## src/rtl/mux_rr_arbiter.sv

```systemverilog
// Round-robin arbiter for four requesters sharing a 4:1 mux path.
// Grants are registered one-hot, with a per-grant hold limit (HOLD_MAX)
// that forces rotation when other requesters are waiting. The muxed data
// bit and its valid flag follow the grant by one cycle.
module mux_rr_arbiter #(
  parameter int unsigned HOLD_MAX = 4
) (
  input  logic       clk,
  input  logic       rst,
  input  logic [3:0] req,
  input  logic [3:0] d,
  output logic [3:0] gnt,
  output logic [1:0] sel,
  output logic       q,
  output logic       valid
);

  typedef enum logic {IDLE, GRANT} state_t;

  state_t     state;
  logic [1:0] ptr;
  logic [3:0] cnt;

  logic       idle_found;
  logic [1:0] idle_idx;
  logic       next_found;
  logic [1:0] next_idx;
  logic [1:0] next_ptr;
  logic       others;
  logic       at_limit;

  // First requesting index in the order start, start+1, start+2, start+3.
  function automatic logic [2:0] pick(input logic [1:0] start, input logic [3:0] r);
    logic       found;
    logic [1:0] idx;
    logic [1:0] cand;
    found = 1'b0;
    idx   = '0;
    for (int unsigned i = 0; i < 4; i++) begin
      cand = start + 2'(i);
      if (!found && r[cand]) begin
        found = 1'b1;
        idx   = cand;
      end
    end
    return {found, idx};
  endfunction

  // Arbitration candidates: from ptr when idle, from sel+1 on release or
  // rotation. On rotation req[sel] is still set, but it is searched last,
  // so any other requester wins first.
  always_comb begin
    next_ptr                 = sel + 2'd1;
    {idle_found, idle_idx}   = pick(ptr, req);
    {next_found, next_idx}   = pick(next_ptr, req);
    others                   = |(req & ~gnt);
    at_limit                 = (cnt == 4'(HOLD_MAX));
  end

  // Grant state machine plus the registered data path.
  always_ff @(posedge clk) begin
    if (rst) begin
      state <= IDLE;
      gnt   <= '0;
      sel   <= '0;
      q     <= 1'b0;
      valid <= 1'b0;
      ptr   <= '0;
      cnt   <= '0;
    end else begin
      valid <= |gnt;
      if (|gnt) begin
        q <= d[sel];
      end

      case (state)
        IDLE: begin
          if (idle_found) begin
            state <= GRANT;
            gnt   <= 4'b0001 << idle_idx;
            sel   <= idle_idx;
            cnt   <= 4'd1;
          end
        end

        GRANT: begin
          if (!req[sel]) begin
            ptr <= next_ptr;
            if (next_found) begin
              gnt <= 4'b0001 << next_idx;
              sel <= next_idx;
              cnt <= 4'd1;
            end else begin
              state <= IDLE;
              gnt   <= '0;
            end
          end else if (at_limit) begin
            cnt <= 4'd1;
            if (others) begin
              ptr <= next_ptr;
              gnt <= 4'b0001 << next_idx;
              sel <= next_idx;
            end
          end else begin
            cnt <= cnt + 4'd1;
          end
        end

        default: begin
          state <= IDLE;
          gnt   <= '0;
        end
      endcase
    end
  end

endmodule

```

## config.mk

```make
export PLATFORM = sky130hd
export DESIGN_NAME = mux_rr_arbiter
export DESIGN_NICKNAME = d
export VERILOG_FILES = /design/src/rtl/mux_rr_arbiter.sv
export SDC_FILE = /design/constraint.sdc
export NUM_CORES = 1
export LEC_CHECK = 0
export BUFFER_PORTS_ARGS = -buffer_cell sky130_fd_sc_hd__buf_2
export CORE_UTILIZATION = 40
export CTS_CLUSTER_SIZE = 24
export DETAILED_ROUTE_END_ITERATION = 10
export GPL_ROUTABILITY_DRIVEN = 1
export PLACE_DENSITY_LB_ADDON = 0.12
export SETUP_SLACK_MARGIN = 0.1
export SLEW_MARGIN = 40
export SYNTH_ARGS = -nofsm -noshare
export SYNTH_HDL_FRONTEND = slang
export SYNTH_SLANG_ARGS = --single-unit
```

## constraint.sdc

```tcl
create_clock -name clk -period 2.05 [get_ports clk]
set_input_delay 0 -clock clk [delete_from_list [all_inputs] [get_ports clk]]
set_output_delay 0 -clock clk [all_outputs]
set_load 0.01 [all_outputs]
```

==> metrics.csv, run 1 <==
stage,metric,value,unit
timing,fin_crit,1.71,ns
pwr,peakVddDrop,0.000446,V
timing,fmax,585,MHz
setup_path,r2r_slack,0.34,ns
pwr,pwr-share-comb,34.9,%
yosys,synth_xor_xnor_area_share,0.812,%
yosys,ys.flop_type,dfxtp_1,
drt,antenna_left,0,
timing,max-slew-margin-rel,61.4,%
setup_path,rr_endpoint,gnt[3]$_SDFFE_PP0P_,
clock_network,cts_setup_buffers,0,
hold_path,holdPathStages,2,
floorplanning,boundaryPins,18,
yosys,synth_top_area_share,27.8,%
timing,finalMaxSlewViolations,0,
yosys,syn_inst,124,
finish,most-common-layout-cells,"17 x buf_2, 16 x nor2_1, 15 x dfxtp_1, 9 x inv_1, 7 x nand2b_1",
floorplanning,die_width,53.9,um
yosys,syn-cell-area,1080,sq um
drt,drc_errors,0,
yosys,synth_edf_count,0,
global_routing,grt_pass1_vias,878,
placement,place.port_buffers,17,
global_routing,grt_pass1_wl,3960,um
timing,final.setup.tns,0,ns
drt,viasPerCell,5.86,
finish,num_antenna_cells,0,
setup_path,cp.arrival,1.89,ns
yosys,synth_top_family_by_area,compound AO/OA/AOI/OAI gates,
drt,firstDrtPassIters,4,
yosys,synth_area_leaders,"dfxtp_1 28%, nor2_1 5.6%, a221oi_2 4.2%",
hold_path,hp-class,in -> reg,
hold_path,holdCritStartpoint,rst,
yosys,ys_types,51,
setup_path,reg2reg_depth,5,
yosys,yosysTopAreaCell,dfxtp_1,
flow_run,maxCapViolCount,0,
setup_path,crit_start,sel[1]$_SDFFE_PP0P_,
placement,place.gp.congestion,0.813,
pwr,power_leakage,0.465,nW
pwr,clockPowerShare,21.5,%
yosys,synth_compound_area_share,30.2,%
clock_network,clock_sinks,15,
drt,wl,2460,um
hold_path,holdPathEnd,state$_SDFF_PP0_,
pwr,seq_power_share,43.6,%
clock_network,clk_path_buf_depth,2,
setup_path,critPathMaxFanout,11,
yosys,avgSynthCellArea,8.70,sq um
finish,final_layout_size_suffix_gt1_share,29.7,%
finish,area_growth,9.98,%
yosys,synthMuxAreaShare,7.89,%
finish,mostFrequentLayoutCell,buf_2,
setup_path,cp-start-kind,flip-flop,
timing,finalHoldViolCount,0,
global_routing,grt_usage,19.3,%
setup_path,worstSetupPathType,reg -> reg,
floorplanning,rows,18,
finish,fillCellCount,268,
floorplanning,die_area,2910,sq um
clock_network,cts_tree,done,
timing,worstMarginPinSlew,0.574,ns
setup_path,r2r_start,sel[1]$_SDFFE_PP0P_,
yosys,postSynth.asyncResetShare,0,%
pwr,p_int,0.000530,W
clock_network,htree_levels,1,
timing,whs,0.0714,ns
clock_network,ctsHoldBuffers,0,
timing,finalCritPeriodShare,83.4,%
yosys,yosys.area_share.simple,22.9,%
clock_network,clk_pin_slew,0.10,ns
timing,rsz0062_at_grt,false,
clock_network,clock_insertion_delay_worst_skew,0.30,ns
pwr,power_density,699,nW/um^2
drt,drtIter0Drc,11,
status,status,completed,
global_routing,globalRoute.totalOverflow,0,
floorplanning,core_area,2520,sq um
pwr,sw_frac_of_total,36.1,%
yosys,synth_fa_ha_area_share,2.32,%
yosys,synth_nets,136,
yosys,ys_ff_latch,15,
clock_network,cts_buffers,3,
yosys,yosysSeqAreaShare,27.8,%
finish,final_nets,151,
timing,setup_viol,0,
placement,dp_hpwl,1810,um
floorplanning,start_util,42.8,%
pwr,p_sw,0.000299,W
setup_path,endpoint_kind,flip-flop,
timing,fin_skew,0.00806,ns
drt,vias,984,
drt,wl_per_cell,14.6,um
global_routing,grt_max_degree,16,
setup_path,required,2.23,ns
global_routing,antenna_found_initial,0,
clock_network,cts-resized-gates,0,
clock_network,ctsRootBufferMaster,clkbuf_4,
yosys,yosysWarningCount,0,
floorplanning,die_h,53.9,um
## cell families (layout without fill, tap and decap cells)
kind of cell / Yosys count / after routing
flip-flops: 15 / 15
XOR/XNOR: 1 / 1
adder cells (fa/ha/maj): 2 / 2
AND/OR/NAND/NOR: 44 / 44
multiplexers: 6 / 6
buffers and inverters: 18 / 32
AO/OA/AOI/OAI: 38 / 38
## worst max-delay path: stages, from the launching register on
cell and delay (ns):
dfxtp_1 0.58, mux2i_1 0.24, o22ai_1 0.11, or2_2 0.32, a221oi_2 0.27, nor3_2 0.07
## how the worst max path moves through the flow
stage / end / slack (ns)
floorplan: gnt[3]$_SDFFE_PP0P_ / 0.37
global placement: gnt[1]$_SDFFE_PP0P_ / 0.41
detailed placement: gnt[3]$_SDFFE_PP0P_ / 0.37
CTS: gnt[1]$_SDFFE_PP0P_ / 0.34
global route: gnt[1]$_SDFFE_PP0P_ / 0.22
finish: gnt[3]$_SDFFE_PP0P_ / 0.34
## area by class of cell
type / count / area, sq um / area share [%]
multi-input cells: 91 / 691 / 58.2
flip-flops and latches: 15 / 300 / 25.3
repair buffers: 18 / 92.6 / 7.81
inverters: 10 / 37.5 / 3.16
well taps: 30 / 37.5 / 3.16
clock buffers: 3 / 22.5 / 1.90
clock inverters: 1 / 5.00 / 0.422
## synthesized netlist by cell type, types with 2 or more instances
library cell / n
a211oi_1: 2
a211oi_2: 2
a21oi_1: 5
a221oi_2: 3
buf_2: 4
buf_4: 2
dfxtp_1: 15
ha_1: 2
inv_1: 9
mux2i_1: 4
mux4_2: 2
nand2_1: 3
nand2b_1: 7
nor2_1: 16
nor2b_1: 3
nor4_1: 2
o21a_1: 2
o21ai_0: 4
o21ai_1: 2
o22ai_1: 3
o31ai_1: 2
## per-layer routing
metal | routed length (um) | GRT usage, % | part of all wire [%]
met5 | 0 | 0 | 0
met4 | 42 | 7.89 | 1.7
met3 | 96 | 3.39 | 3.9
met2 | 1200 | 33.3 | 49
met1 | 1120 | 23.2 | 46
## sequential cells by signal, indices dropped and copies added, names as in the netlist
name,cells
ptr,2
sel,2
q,1
state,1
gnt,4
valid,1
cnt,4
## through the flow
step                      util (%)  worst slack [ns]  std cells  power, W  cell area (sq um)
after floorplan                  -             0.367        124  0.000589               1080
after global placement        45.9             0.414        164  0.000653               1160
after detailed placement      45.9             0.370        164  0.000657               1160
after CTS                     47.0             0.343        168  0.000836               1190
after global routing          47.0             0.218        168  0.000886               1190
final                         47.0             0.340        168  0.000829               1190
## power by group through the flow
stage | clock, W | combinational [W] | sequential, W
after floorplan | 0 | 0.000226 | 0.000363
after detailed placement | 0 | 0.000289 | 0.000368
after global placement | 0 | 0.000287 | 0.000366
after global routing | 0.000198 | 0.000321 | 0.000366
after CTS | 0.000185 | 0.000290 | 0.000361
final | 0.000178 | 0.000290 | 0.000361
Power figures use the tool's default switching activity.
==> run 2, diff against run 1 <==
Settings changed: ABC_AREA set to 1.
Clock period 2.05 ns to 1.77 ns, I/O delays scaled along.
==> metrics.csv, run 2 <==
stage,metric,value,unit,change
floorplanning,boundaryPins,18,,unchanged
clock_network,cts_tree,done,,
placement,place.port_buffers,17,,unchanged
setup_path,cp-start-kind,flip-flop,,
setup_path,slowest_stage,dfxtp_4,,
yosys,synth_area_leaders,"dfxtp_1 23%, nand2_1 22%, nand3_1 8.7%",,
yosys,synth_top_area_share,22.7,%,-5.1 points
clock_network,clk_path_buf_depth,2,,unchanged
drt,wl,3320,um,+35%
yosys,ys.flop_type,dfxtp_1,,
global_routing,antenna_found_initial,0,,unchanged
timing,worstMarginPinSlew,0.322,ns,-0.252 ns
global_routing,grt_usage,21.4,%,+2.1 points
yosys,yosysSeqAreaShare,22.7,%,-5.1 points
finish,most-common-layout-cells,"70 x nand2_1, 25 x inv_1, 21 x nand3_1, 17 x buf_2, 15 x nand2_2",,
yosys,synth_edf_count,0,,unchanged
status,status,completed,,
drt,antenna_left,0,,unchanged
setup_path,cp.arrival,1.79,ns,-0.10 ns
pwr,peakVddDrop,0.000786,V,+76%
clock_network,clock_sinks,15,,unchanged
timing,fin_skew,0.00606,ns,-0.00201 ns
timing,rsz0062_at_grt,true,,
drt,firstDrtPassIters,6,,+2
yosys,ys_ff_latch,15,,unchanged
flow_run,maxCapViolCount,0,,unchanged
finish,mostFrequentLayoutCell,nand2_1,,
yosys,syn-cell-area,1320,sq um,+22%
global_routing,top_usage_layer,met2,,
placement,place.gp.congestion,0.854,,+5.0%
finish,postLayoutCoreUtil,52.6,%,+5.6 points
yosys,avgSynthCellArea,5.89,sq um,-32%
yosys,yosysTopAreaCell,dfxtp_1,,
finish,num_antenna_cells,0,,unchanged
floorplanning,die_area,3530,sq um,+22%
finish,final_layout_size_suffix_gt1_share,30.7,%,+0.97 points
setup_path,cp_common_cell,nand2_4,,
floorplanning,die_h,59.4,um,+10%
yosys,synth.most_common_cell,nand2_1,,
timing,max-slew-margin-rel,78.5,%,+17 points
setup_path,worstSetupPathType,reg -> reg,,
drt,drc_errors,0,,unchanged
placement,dp_hpwl,2570,um,+42%
drt,viasPerCell,4.78,,-18%
drt,drtIter0Drc,44,,+33
setup_path,crit_chain,"buf_8, nand2_1, nand2_2, nand2_4, nand2_4, nor2_8, nand3_4, nand2_4, nand2_8, o21ai_1, inv_1, nand2_1, inv_1",,
finish,area_growth,23.6,%,
floorplanning,core_area,3100,sq um,+23%
global_routing,gr-usage-met3,3.93,%,+0.54 points
clock_network,htree_levels,1,,unchanged
global_routing,grt_util_met2,34.3,%,+1.0 points
setup_path,critical_path.top_delay_family,simple AND/OR/NAND/NOR gates,,
global_routing,grt_pass1_vias,1249,,+42%
clock_network,cts_buffers,3,,unchanged
setup_path,required,1.97,ns,-0.26 ns
global_routing,grt_max_degree,14,,-2
global_routing,globalRoute.totalOverflow,0,,unchanged
timing,finalCritPeriodShare,89.9,%,+6.4 points
timing,finalHoldViolCount,0,,unchanged
yosys,postSynth.asyncResetShare,0,%,unchanged
setup_path,critPathBufInv,3,,+3
clock_network,clk_pin_slew,0.09,ns,about the same
global_routing,grt_pass1_wl,5680,um,+43%
setup_path,cp_slowest_stage_delay,0.38,ns,-0.20 ns
drt,wl_per_cell,11.3,um,-23%
yosys,ys_types,29,,-43%
yosys,yosys-top-cells-count,"78 x nand2_1, 26 x inv_1, 23 x nand3_1, 15 x dfxtp_1, 10 x nand2_2",,
setup_path,endpoint_kind,flip-flop,,
floorplanning,start_util,42.5,%,-0.22 points
pwr,power_density,1690,nW/um^2,+140%
finish,final_nets,264,,+75%
floorplanning,die_width,59.4,um,+10%
clock_network,ctsRootBufferMaster,clkbuf_4,,
pwr,power_leakage,0.870,nW,+87%
hold_path,hp-class,in -> reg,,
timing,fmax,629,MHz,+7.5%
yosys,yosysWarningCount,0,,unchanged
timing,final.setup.tns,0,ns,unchanged
finish,top_regs,"cnt x4, gnt x4",,
yosys,syn_inst,224,,+81%
floorplanning,rows,20,,+2
timing,setup_viol,0,,unchanged
setup_path,critPathMaxFanout,9,,-2
yosys,synth_nets,236,,+74%
timing,finalMaxSlewViolations,0,,unchanged
global_routing,met1_usage,30.1,%,+6.9 points
timing,fin_crit,1.59,ns,-0.119 ns
drt,vias,1411,,+43%
clock_network,clock_insertion_delay_worst_skew,0.29,ns,about the same
run 2: changes by cell type after synthesis, moves of 5 or more:
cell,previous run,this run
nand2_1,3,78
nand3_1,1,23
inv_1,9,26
nand2_2,1,10
nand2b_1,7,0
nor2_1,16,9
nand4_1,0,5
run 2: worst paths after layout:
| check | startpoint | to | slack [ns] | depth (start not counted) |
|---|---|---|---|---|
| min | d[0] | q$_SDFFE_PP0P_ | 0.09 | 5 |
| max | sel[0]$_SDFFE_PP0P_ | gnt[2]$_SDFFE_PP0P_ | 0.18 | 13 |
| max reg2reg | sel[0]$_SDFFE_PP0P_ | gnt[2]$_SDFFE_PP0P_ | 0.18 | 13 |
| min reg2reg | cnt[3]$_SDFFE_PP0P_ | cnt[3]$_SDFFE_PP0P_ | 0.51 | 2 |
run 2: area by class of cell:
| cell class | instances | area (sq um) |
|---|---|---|
| multi-input combinational | 170 | 928 |
| clock buffer | 4 | 26.3 |
| tap | 44 | 55.1 |
| timing repair buffer | 27 | 170 |
| sequential | 15 | 313 |
| fill | 350 | 1470 |
| inverter | 35 | 139 |
run 2: cell families (layout without fill, tap and decap cells):
family | count (synthesis) | count (layout) | share of synthesized area (%)
flip-flops | 15 | 15 | 22.7
AND/OR/NAND/NOR | 135 | 135 | 48.2
buffers and inverters | 39 | 66 | 12.7
AO/OA/AOI/OAI | 32 | 32 | 13.7
adder cells (fa/ha/maj) | 2 | 2 | 1.90
XOR/XNOR | 1 | 1 | 0.664
run 2: worst reg2reg max path: cells and delay by family (launching register included):
kind / cells / cell delay (ns)
AND/OR/NAND/NOR: 9 / 0.80
flip-flops: 1 / 0.38
buffers and inverters: 3 / 0.22
AO/OA/AOI/OAI: 1 / 0.11
run 2: report_power, final:
| group | leakage (nW) | switching (W) | total (W) | internal (W) |
|---|---|---|---|---|
| sequential | 0.126 | 0.000139 | 0.000604 | 0.000465 |
| combinational | 0.729 | 0.00120 | 0.00195 | 0.000744 |
| clock | 0.0150 | 0.000114 | 0.000201 | 0.0000876 |
run 2: metrics by stage:
| step | instances | hold slack [ns] | setup slack, ns | instance area [sq um] | total power (W) |
|---|---|---|---|---|---|
| 2_1_floorplan | 224 | 0.0691 | 0.209 | 1320 | 0.00189 |
| 3_3_place_gp | 286 | 0.250 | 0.0566 | 1460 | 0.00229 |
| 3_5_place_dp | 286 | 0.243 | 0.0766 | 1460 | 0.00229 |
| 4_1_cts | 291 | 0.0954 | 0.108 | 1500 | 0.00250 |
| 5_1_grt | 295 | 0.147 | 0.0520 | 1630 | 0.00306 |
| 6_report | 295 | 0.0935 | 0.180 | 1630 | 0.00275 |
run 2: repair_timing:
| item | CTS | global route |
|---|---|---|
| pin swaps | 0 | 11 |
| buffers inserted | 0 | 4 |
| endpoints found under the setup margin | 4 | 6 |
| hold buffers | 1 | 0 |
| gates resized for setup | 2 | 32 |
| endpoints found under the hold margin | 4 | 0 |
run 2: routing by layer:
layer,share of wire (%),up-vias
met5,0,-
met1,51,618
met3,3.2,2
li1,-,771
met2,45,20
met4,0.39,0
